File: config.mk
export PLATFORM = sky130hd
export DESIGN_NAME = uart_command_decoder
export DESIGN_NICKNAME = d
export VERILOG_FILES = /design/src/rtl/uart_command_decoder.sv
export SDC_FILE = /design/constraint.sdc
export NUM_CORES = 1
export LEC_CHECK = 0
export CAP_MARGIN = 20
export CORE_ASPECT_RATIO = 1.4
export CORE_MARGIN = 2
export CORE_UTILIZATION = 25
export CTS_BUF_LIST = sky130_fd_sc_hd__clkbuf_4 sky130_fd_sc_hd__clkbuf_8
export DETAILED_ROUTE_END_ITERATION = 10
export GPL_ROUTABILITY_DRIVEN = 0
export GPL_TIMING_DRIVEN = 0
export SLEW_MARGIN = 20
export SYNTH_ARGS = -nofsm -noshare
export SYNTH_HDL_FRONTEND = slang
export SYNTH_SLANG_ARGS = --single-unit
File: constraint.sdc
create_clock -name clk -period 5.9 [get_ports clk]
set_input_delay 1.18 -clock clk [delete_from_list [all_inputs] [get_ports clk]]
set_output_delay 1.18 -clock clk [all_outputs]
set_load 0.02 [all_outputs]
File: src/rtl/uart_command_decoder.sv
// rtl/uart_command_decoder.sv - serial command responder: word assembly, upload/download, CPU reset control
module uart_command_decoder #(
    parameter int ADDR_WIDTH = 32
) (
    input  logic                  clk,
    input  logic                  rst,
    input  logic [7:0]            rx_data,
    input  logic                  rx_valid,
    output logic [7:0]            tx_data,
    output logic                  tx_start,
    input  logic                  tx_ready,
    output logic [ADDR_WIDTH-1:0] mem_addr,
    output logic [31:0]           mem_wdata,
    output logic                  mem_we,
    output logic                  mem_re,
    input  logic [31:0]           mem_rdata,
    output logic                  cpu_rst_n,
    output logic                  busy,
    output logic                  cmd_error
);
    localparam int DATA_WIDTH = 32;

    typedef enum logic [2:0] {
        S_IDLE, S_OPCODE, S_ADDR_START, S_ADDR_END,
        S_UPLOAD, S_DL_READ, S_DL_CAPTURE, S_DL_SEND
    } state_t;

    state_t                r_state, w_state_n;
    logic [1:0]            r_byte_cnt;
    logic [DATA_WIDTH-1:0] r_word;
    logic                  r_word_valid;
    logic [ADDR_WIDTH-1:0] r_cur_addr, w_cur_addr_n;
    logic [ADDR_WIDTH-1:0] r_end_addr, w_end_addr_n;
    logic                  r_is_dl, w_is_dl_n;
    logic [DATA_WIDTH-1:0] r_dl_word, w_dl_word_n;
    logic [1:0]            r_tx_idx, w_tx_idx_n;
    logic                  r_tx_gap;
    logic [ADDR_WIDTH-1:0] r_mem_addr, w_mem_addr_n;
    logic [31:0]           r_mem_wdata, w_mem_wdata_n;
    logic                  r_mem_we, w_mem_we_n;
    logic                  r_mem_re, w_mem_re_n;
    logic                  r_cpu_rst_n, w_cpu_rst_n_n;
    logic                  r_cmd_error, w_cmd_error_n;

    logic                  w_in_dl;
    logic                  w_tx_fire;
    logic [7:0]            w_tx_byte;
    logic [ADDR_WIDTH-1:0] w_word_addr;
    logic [ADDR_WIDTH-1:0] w_cur_next;

    assign w_in_dl     = (r_state == S_DL_READ) || (r_state == S_DL_CAPTURE) || (r_state == S_DL_SEND);
    assign w_tx_fire   = (r_state == S_DL_SEND) && !r_tx_gap && tx_ready;
    assign w_word_addr = ADDR_WIDTH'(r_word);
    assign w_cur_next  = r_cur_addr + ADDR_WIDTH'(4);

    // Byte counter survives everything but reset, so framing stays aligned to the host stream.
    always_ff @(posedge clk or negedge rst) begin
        if (!rst) begin
            r_byte_cnt   <= 2'd0;
            r_word       <= '0;
            r_word_valid <= 1'b0;
        end else begin
            r_word_valid <= 1'b0;
            if (rx_valid && !w_in_dl) begin
                r_word     <= {r_word[DATA_WIDTH-9:0], rx_data};
                r_byte_cnt <= r_byte_cnt + 2'd1;
                if (r_byte_cnt == 2'd3) r_word_valid <= 1'b1;
            end
        end
    end

    always_ff @(posedge clk or negedge rst) begin
        if (!rst) begin
            r_state     <= S_IDLE;
            r_cur_addr  <= '0;
            r_end_addr  <= '0;
            r_is_dl     <= 1'b0;
            r_dl_word   <= '0;
            r_tx_idx    <= 2'd0;
            r_tx_gap    <= 1'b0;
            r_mem_addr  <= '0;
            r_mem_wdata <= '0;
            r_mem_we    <= 1'b0;
            r_mem_re    <= 1'b0;
            r_cpu_rst_n <= 1'b1;
            r_cmd_error <= 1'b0;
        end else begin
            r_state     <= w_state_n;
            r_cur_addr  <= w_cur_addr_n;
            r_end_addr  <= w_end_addr_n;
            r_is_dl     <= w_is_dl_n;
            r_dl_word   <= w_dl_word_n;
            r_tx_idx    <= w_tx_idx_n;
            r_tx_gap    <= w_tx_fire;
            r_mem_addr  <= w_mem_addr_n;
            r_mem_wdata <= w_mem_wdata_n;
            r_mem_we    <= w_mem_we_n;
            r_mem_re    <= w_mem_re_n;
            r_cpu_rst_n <= w_cpu_rst_n_n;
            r_cmd_error <= w_cmd_error_n;
        end
    end

    always_comb begin
        w_state_n     = r_state;
        w_cur_addr_n  = r_cur_addr;
        w_end_addr_n  = r_end_addr;
        w_is_dl_n     = r_is_dl;
        w_dl_word_n   = r_dl_word;
        w_tx_idx_n    = r_tx_idx;
        w_mem_addr_n  = r_mem_addr;
        w_mem_wdata_n = r_mem_wdata;
        w_mem_we_n    = 1'b0;
        w_mem_re_n    = 1'b0;
        w_cpu_rst_n_n = r_cpu_rst_n;
        w_cmd_error_n = 1'b0;
        case (r_state)
            S_IDLE: if (r_word_valid) begin
                if (r_word == '0) w_state_n = S_OPCODE;
                else              w_cmd_error_n = 1'b1;
            end
            S_OPCODE: if (r_word_valid) begin
                case (r_word)
                    32'h0: w_state_n = S_OPCODE;
                    32'h2: begin w_state_n = S_ADDR_START; w_is_dl_n = 1'b0; end
                    32'h3: begin w_state_n = S_ADDR_START; w_is_dl_n = 1'b1; end
                    32'h4: begin w_state_n = S_IDLE; w_cpu_rst_n_n = 1'b1; end
                    32'h5: begin w_state_n = S_IDLE; w_cpu_rst_n_n = 1'b0; end
                    default: begin w_state_n = S_IDLE; w_cmd_error_n = 1'b1; end
                endcase
            end
            S_ADDR_START: if (r_word_valid) begin
                w_cur_addr_n = w_word_addr;
                w_state_n    = S_ADDR_END;
            end
            // Range is validated only once both addresses are known.
            S_ADDR_END: if (r_word_valid) begin
                if (w_word_addr <= r_cur_addr || w_word_addr[1:0] != 2'b00 || r_cur_addr[1:0] != 2'b00) begin
                    w_cmd_error_n = 1'b1;
                    w_state_n     = S_IDLE;
                end else begin
                    w_end_addr_n = w_word_addr;
                    if (r_is_dl) begin
                        w_state_n    = S_DL_READ;
                        w_mem_re_n   = 1'b1;
                        w_mem_addr_n = r_cur_addr;
                    end else begin
                        w_state_n = S_UPLOAD;
                    end
                end
            end
            S_UPLOAD: if (r_word_valid) begin
                w_mem_we_n    = 1'b1;
                w_mem_addr_n  = r_cur_addr;
                w_mem_wdata_n = r_word;
                w_cur_addr_n  = w_cur_next;
                if (w_cur_next == r_end_addr) w_state_n = S_IDLE;
            end
            S_DL_READ: w_state_n = S_DL_CAPTURE;
            S_DL_CAPTURE: begin
                w_dl_word_n = mem_rdata;
                w_tx_idx_n  = 2'd0;
                w_state_n   = S_DL_SEND;
            end
            S_DL_SEND: if (w_tx_fire) begin
                w_tx_idx_n = r_tx_idx + 2'd1;
                if (r_tx_idx == 2'd3) begin
                    w_cur_addr_n = w_cur_next;
                    if (w_cur_next == r_end_addr) begin
                        w_state_n = S_IDLE;
                    end else begin
                        w_state_n    = S_DL_READ;
                        w_mem_re_n   = 1'b1;
                        w_mem_addr_n = w_cur_next;
                    end
                end
            end
            default: w_state_n = S_IDLE;
        endcase
    end

    always_comb begin
        case (r_tx_idx)
            2'd0:    w_tx_byte = r_dl_word[31:24];
            2'd1:    w_tx_byte = r_dl_word[23:16];
            2'd2:    w_tx_byte = r_dl_word[15:8];
            default: w_tx_byte = r_dl_word[7:0];
        endcase
    end

    assign tx_data   = (r_state == S_DL_SEND) ? w_tx_byte : 8'h00;
    assign tx_start  = w_tx_fire;
    assign mem_addr  = r_mem_addr;
    assign mem_wdata = r_mem_wdata;
    assign mem_we    = r_mem_we;
    assign mem_re    = r_mem_re;
    assign cpu_rst_n = r_cpu_rst_n;
    assign busy      = (r_state != S_IDLE);
    assign cmd_error = r_cmd_error;
endmodule

# Yosys cells after proc, flatten, opt, wreduce, memory -nomap -nowiden
# Index checks and enable logic that the tools add are counted.
# op_classes
n_mux,51
shifts,0
eq_ne,28
div,0
order_cmp,1
multipliers,0
addsub,3
n_bitwise,1
reduce_logical,30
# ops
op,count
2-to-1 mux 32 bit,11
case mux 32 bit (3 select lines),2
equality test 32 x 2 -> 1 bit (second input constant),2
equality test 32 x 3 -> 1 bit (second input constant),2
2-to-1 mux 3 bit,11
adder 32 x 3 -> 32 bit (second input constant),1
equality test 32 bit,1
<= comparator 32 bit,1
zero test 32 bit,1
case mux 3 bit (8 select lines),1
case mux 8 bit (3 select lines),1
inequality test 2 bit (second input constant),11
2-to-1 mux 1 bit,17
equality test 3 bit (second input constant),4
nonzero test 2 bit,5
AND reduction 3 bit,3
AND reduction 9 bit,1
nonzero test 3 bit,3
2-to-1 mux 8 bit,1
case mux 2 bit (2 select lines),2
AND reduction 8 bit,1
equality test 2 bit (second input constant),3
equality test 3 x 2 -> 1 bit (second input constant),2
case mux 1 bit (2 select lines),3
other kinds (16),24
# totals
ram_bits,0
mem_bits_ro,0
input_bits,44
latchBits,0
n_memories,0
ff_bits,206

# Depth between registers and ports, before layout
# logic_depth
depth_word,6
mapped_depth,13
depth_no_buf,11

# Worst setup path after synthesis
# No wires, ideal clock.
# synth_timing
path_type,in2out
startpoint,input tx_ready
endpoint,output tx_start
setup_slack_ns,2.736
t_arrival_ns,1.984
stages,1
cell_sequence,nor3b_1
# synth_between
elab_chain_cells,1
# synth_rtl
item,line_no,rtl
from (decl),11,"input logic tx_ready,"
logical AND 1 bit,52,assign w_tx_fire = (r_state == S_DL_SEND) && !r_tx_gap && tx_ready;
to (decl),10,"output logic tx_start,"
# Every way passes these cells.

# Worst setup path in the final report
# layout_timing
startpoint,register r_state[2]
endpoint,output tx_start
# layout_between
elab_chain_cells,3
# layout_rtl
item,line_no,rtl
from (decl),28,"state_t r_state, w_state_n;"
from (signal assigned),88,r_state <= w_state_n;
equality test 3 bit,52,
logical AND 1 bit (2 in series),52,
# Every way passes these cells.

==> summary.md <==
| Metric | Value |
|---|---|
| Total Routed Length | `36400 um` |
| IO Count | `122` |
| Resized cells post-CTS | `0` |
| Number of enable-type register cells in the synthesized netlist | `0` |
| GRT Total Usage | `15.5%` |
| Highest clock rate | `230 MHz` |
| Crit path largest cell delay | `770 ps` |
| Crit Reg-Reg Startpoint | `r_cur_addr[15]$_DFFE_PN0P_` |
| Number of vias per cell | `5.07` |
| Maximum buffer depth of the clock tree | `3` |
| Final Hold Slack | `487 ps` |
| Crit path max-delay cell type | `sky130_fd_sc_hd__clkdlybuf4s50_1` |
| Class of the most critical setup path | `reg2out` |
| Arrival time worst endpoint | `3170 ps` |
| Run status | `finished, final reports clean` |
| Post-placement worst setup slack | `1590 ps` |
| Most area-hungry cell type in the Yosys netlist | `sky130_fd_sc_hd__dfrtp_1` |
| First drt pass iteration count | `7` |
| Ys Warns | `0` |
| Core Footprint | `44800 um^2` |
| Maximum net fanout on the critical path | `10` |
| Initial antenna violation count | `0` |
| Cell variety after synth | `73` |
| Final non-filler cell total | `1784` |
| Hold buffer count at cts | `0` |
| Static leakage power | `5.87 nW` |
| Clk sink count | `206` |
| Cell breakdown of the critical path | `clkbuf_1 > nand3_1 > nor3b_1 > clkdlybuf4s50_1` |
| Max-Cap Viols | `0` |
| Ant diodes | `0` |
| Post-detailed-route wirelength per cell | `20.4 um` |
| Clock skew | `36.2 ps` |
| HPWL after detailed placement | `27000 um` |
| Req. time, crit path | `4720 ps` |
| Classification of the worst-slack hold path | `reg2reg` |
| Final global-route overflow total | `0` |
| Kind of launch point of the worst setup path | `flip-flop` |
| Number of max-slew violations in the final report | `0` |
| Source of the critical timing path | `r_state[2]$_DFFE_PN0P_` |
| Post-CTS setup buffers | `0` |
| Primary FF master, synth | `sky130_fd_sc_hd__dfrtp_1` |
| Share of the synthesized area in the top cell type | `45.4%` |
| Cell with the most instances after synthesis | `sky130_fd_sc_hd__dfrtp_1` |
| Syn Nets | `1119` |
| Fraction of the yosys area taken by sequential cells | `45.7%` |
| Worst voltage drop across the vdd grid | `0.134 mV` |
| Filler Cell Count | `4537` |
| Pwr per Cell Area | `234 nW/um^2` |
| CTS H-tree depth | `2` |
| Post-route setup slack | `1550 ps` |
| Worst Hold Launch | `r_byte_cnt[0]$_DFFE_PN0P_` |
| Placed Cells | `1725` |
| Starting utilization of the core area | `25.2%` |
| Unrepaired setup endpoints after global routing | `no` |
| Total Power Consumption | `3.28 mW` |
| Hold violation count in the final report | `0` |
| TritonCTS clock tree | `built` |
| Avg Inst Size Synth | `10.9 um^2` |
| Worst-margin pin slew | `852 ps` |
| Port Buffer Count | `121` |
| Total Die Area | `46900 um^2` |
| Starting DRT DRC Count | `380` |
| Number of global-route vias before repair | `9486` |
| Overall die width | `184 um` |
| Maximum number of pins on one net before global-route repair | `78` |
| Post-DRT Antenna Nets | `0` |
| DRC violation count after routing | `0` |
| Gate count of the mapped netlist | `1037` |
| Setup Viol. Count Final | `0` |
| Wire length of the first global-routing pass | `56200 um` |
| Dominant cells by area after synthesis | `sky130_fd_sc_hd__dfrtp_1 (45%), sky130_fd_sc_hd__mux2_2 (13%), sky130_fd_sc_hd__ha_1 (4.2%)` |
| Final period util | `73.8%` |
| Final critical path time including I/O delays and setup | `4350 ps` |
| Share of cells above drive strength 1 | `22.0%` |
| Clock latency reported for the late side of the worst-skew pair | `570 ps` |
| Root Buffer Master | `sky130_fd_sc_hd__clkbuf_8` |
| Net total in the final layout | `1282` |
| FFs w/ async S/R, synth | `100%` |
| Routed vias | `9042` |
| Worst slew margin relative to its limit | `43.2%` |
| Layout-stage area growth over the synthesis result | `24.1%` |
| Number of clock buffers inserted by TritonCTS | `37` |
| CTS clk-pin slew, worst paths | `50 ps` |
| Synthesis-stage register bit count | `206` |
| Most frequent cells after synthesis | `sky130_fd_sc_hd__dfrtp_1 (205), sky130_fd_sc_hd__mux2_2 (129), sky130_fd_sc_hd__a21oi_1 (73), sky130_fd_sc_hd__nor2_1 (64), sky130_fd_sc_hd__nand2_1 (58)` |
| Post-synth design cell area | `11300 um^2` |
| Floorplan die height | `255 um` |
| Floorplan row count | `92` |
| Endpoint class of the critical path | `primary output` |
-- path summary, 6_finish.rpt --
kind                                                   to  slack, ps  cells past startpoint
worst max-delay path                             tx_start       1550                      4
worst min-delay path            r_byte_cnt[0]$_DFFE_PN0P_        490                      1
worst max register to register    mem_addr[4]$_DFFE_PN0P_       1610                     11
worst min register to register  r_byte_cnt[0]$_DFFE_PN0P_        490                      1
max in group asynchronous       mem_wdata[13]$_DFFE_PN0P_       4550                      2
min in group asynchronous       r_dl_word[17]$_DFFE_PN0P_        570                      1
-- metal layers --
| metal | wire, um | part of all wire, % | GRT usage [%] | up-vias |
|---|---|---|---|---|
| met4 | 2550 | 7.0 | 9.49 | 0 |
| met5 | 0 | 0 | 0 | - |
| met2 | 18400 | 50 | 27.2 | 368 |
| met3 | 2380 | 6.5 | 3.65 | 132 |
| met1 | 13200 | 36 | 16.6 | 4444 |
| li1 | - | - | - | 4098 |
-- state kept, by name, indices dropped and copies added (netlist names), 2 cells and up --
| register | flops |
|---|---|
| r_dl_word | 32 |
| mem_wdata | 32 |
| r_tx_idx | 2 |
| r_word | 32 |
| r_state | 3 |
| r_byte_cnt | 2 |
| r_cur_addr | 32 |
| r_end_addr | 32 |
| mem_addr | 32 |
-- kinds of logic (layout without fill, tap and decap cells) --
family | count (synthesis) | count (layout) | share of synthesized area, %
adders and majority gates | 38 | 38 | 4.21
buffers and inverters | 101 | 284 | 3.87
DFF | 206 | 206 | 45.7
and+or+nand+nor | 282 | 282 | 13.9
muxes | 161 | 161 | 16.9
AOI/OAI and AO/OA | 183 | 183 | 10.3
xor gates and xnor gates | 66 | 66 | 5.12
-- critical path: cells and delay by family, from the launching register on --
family | cells | cell delay (ps)
buffers and inverters | 2 | 1110
flip-flops | 1 | 350
AND/OR/NAND/NOR | 2 | 1170
-- power breakdown --
group / total (mW) / internal, mW / switching [mW]
Clock: 1.39 / 0.779 / 0.608
Sequential: 1.60 / 1.47 / 0.129
Combinational: 0.289 / 0.146 / 0.143
-- per-stage QoR --
stage | util, % | cell area (um^2) | TNS (ps)
after floorplan | - | 11300 | 0
after global placement | 29.5 | 13200 | -1115910
after detailed placement | 29.6 | 13300 | 0
after CTS | 31.3 | 14000 | 0
after global routing | 31.3 | 14000 | 0
final | 31.3 | 14000 | 0
-- final cells by class --
type	instances	area [um^2]	area share, %
plain buffers	63	294	2.10
clock buffers	55	682	4.87
clock inverters	4	55.1	0.393
inverters	38	143	1.02
multi-input cells	730	5700	40.7
flip-flops and latches	206	5160	36.8
well taps	564	706	5.04
repair buffers	124	1280	9.11
-- cells in the final DEF, fill, tap and decap left out, types with 11 or more instances in the layout --
| cell type | instances |
|---|---|
| sky130_fd_sc_hd__a21oi_1 | 73 |
| sky130_fd_sc_hd__and4_1 | 11 |
| sky130_fd_sc_hd__buf_2 | 11 |
| sky130_fd_sc_hd__clkbuf_1 | 41 |
| sky130_fd_sc_hd__clkbuf_4 | 12 |
| sky130_fd_sc_hd__clkbuf_8 | 43 |
| sky130_fd_sc_hd__clkdlybuf4s50_1 | 120 |
| sky130_fd_sc_hd__dfrtp_1 | 205 |
| sky130_fd_sc_hd__ha_1 | 38 |
| sky130_fd_sc_hd__inv_1 | 37 |
| sky130_fd_sc_hd__mux2_2 | 129 |
| sky130_fd_sc_hd__mux2_4 | 27 |
| sky130_fd_sc_hd__nand2_1 | 58 |
| sky130_fd_sc_hd__nand3_1 | 30 |
| sky130_fd_sc_hd__nand4_1 | 18 |
| sky130_fd_sc_hd__nor2_1 | 64 |
| sky130_fd_sc_hd__nor3_1 | 24 |
| sky130_fd_sc_hd__nor4_1 | 12 |
| sky130_fd_sc_hd__o21ai_0 | 28 |
| sky130_fd_sc_hd__o22ai_1 | 22 |
| sky130_fd_sc_hd__xnor2_1 | 54 |
| sky130_fd_sc_hd__xor2_1 | 12 |
(Power assumes the default switching activity.)
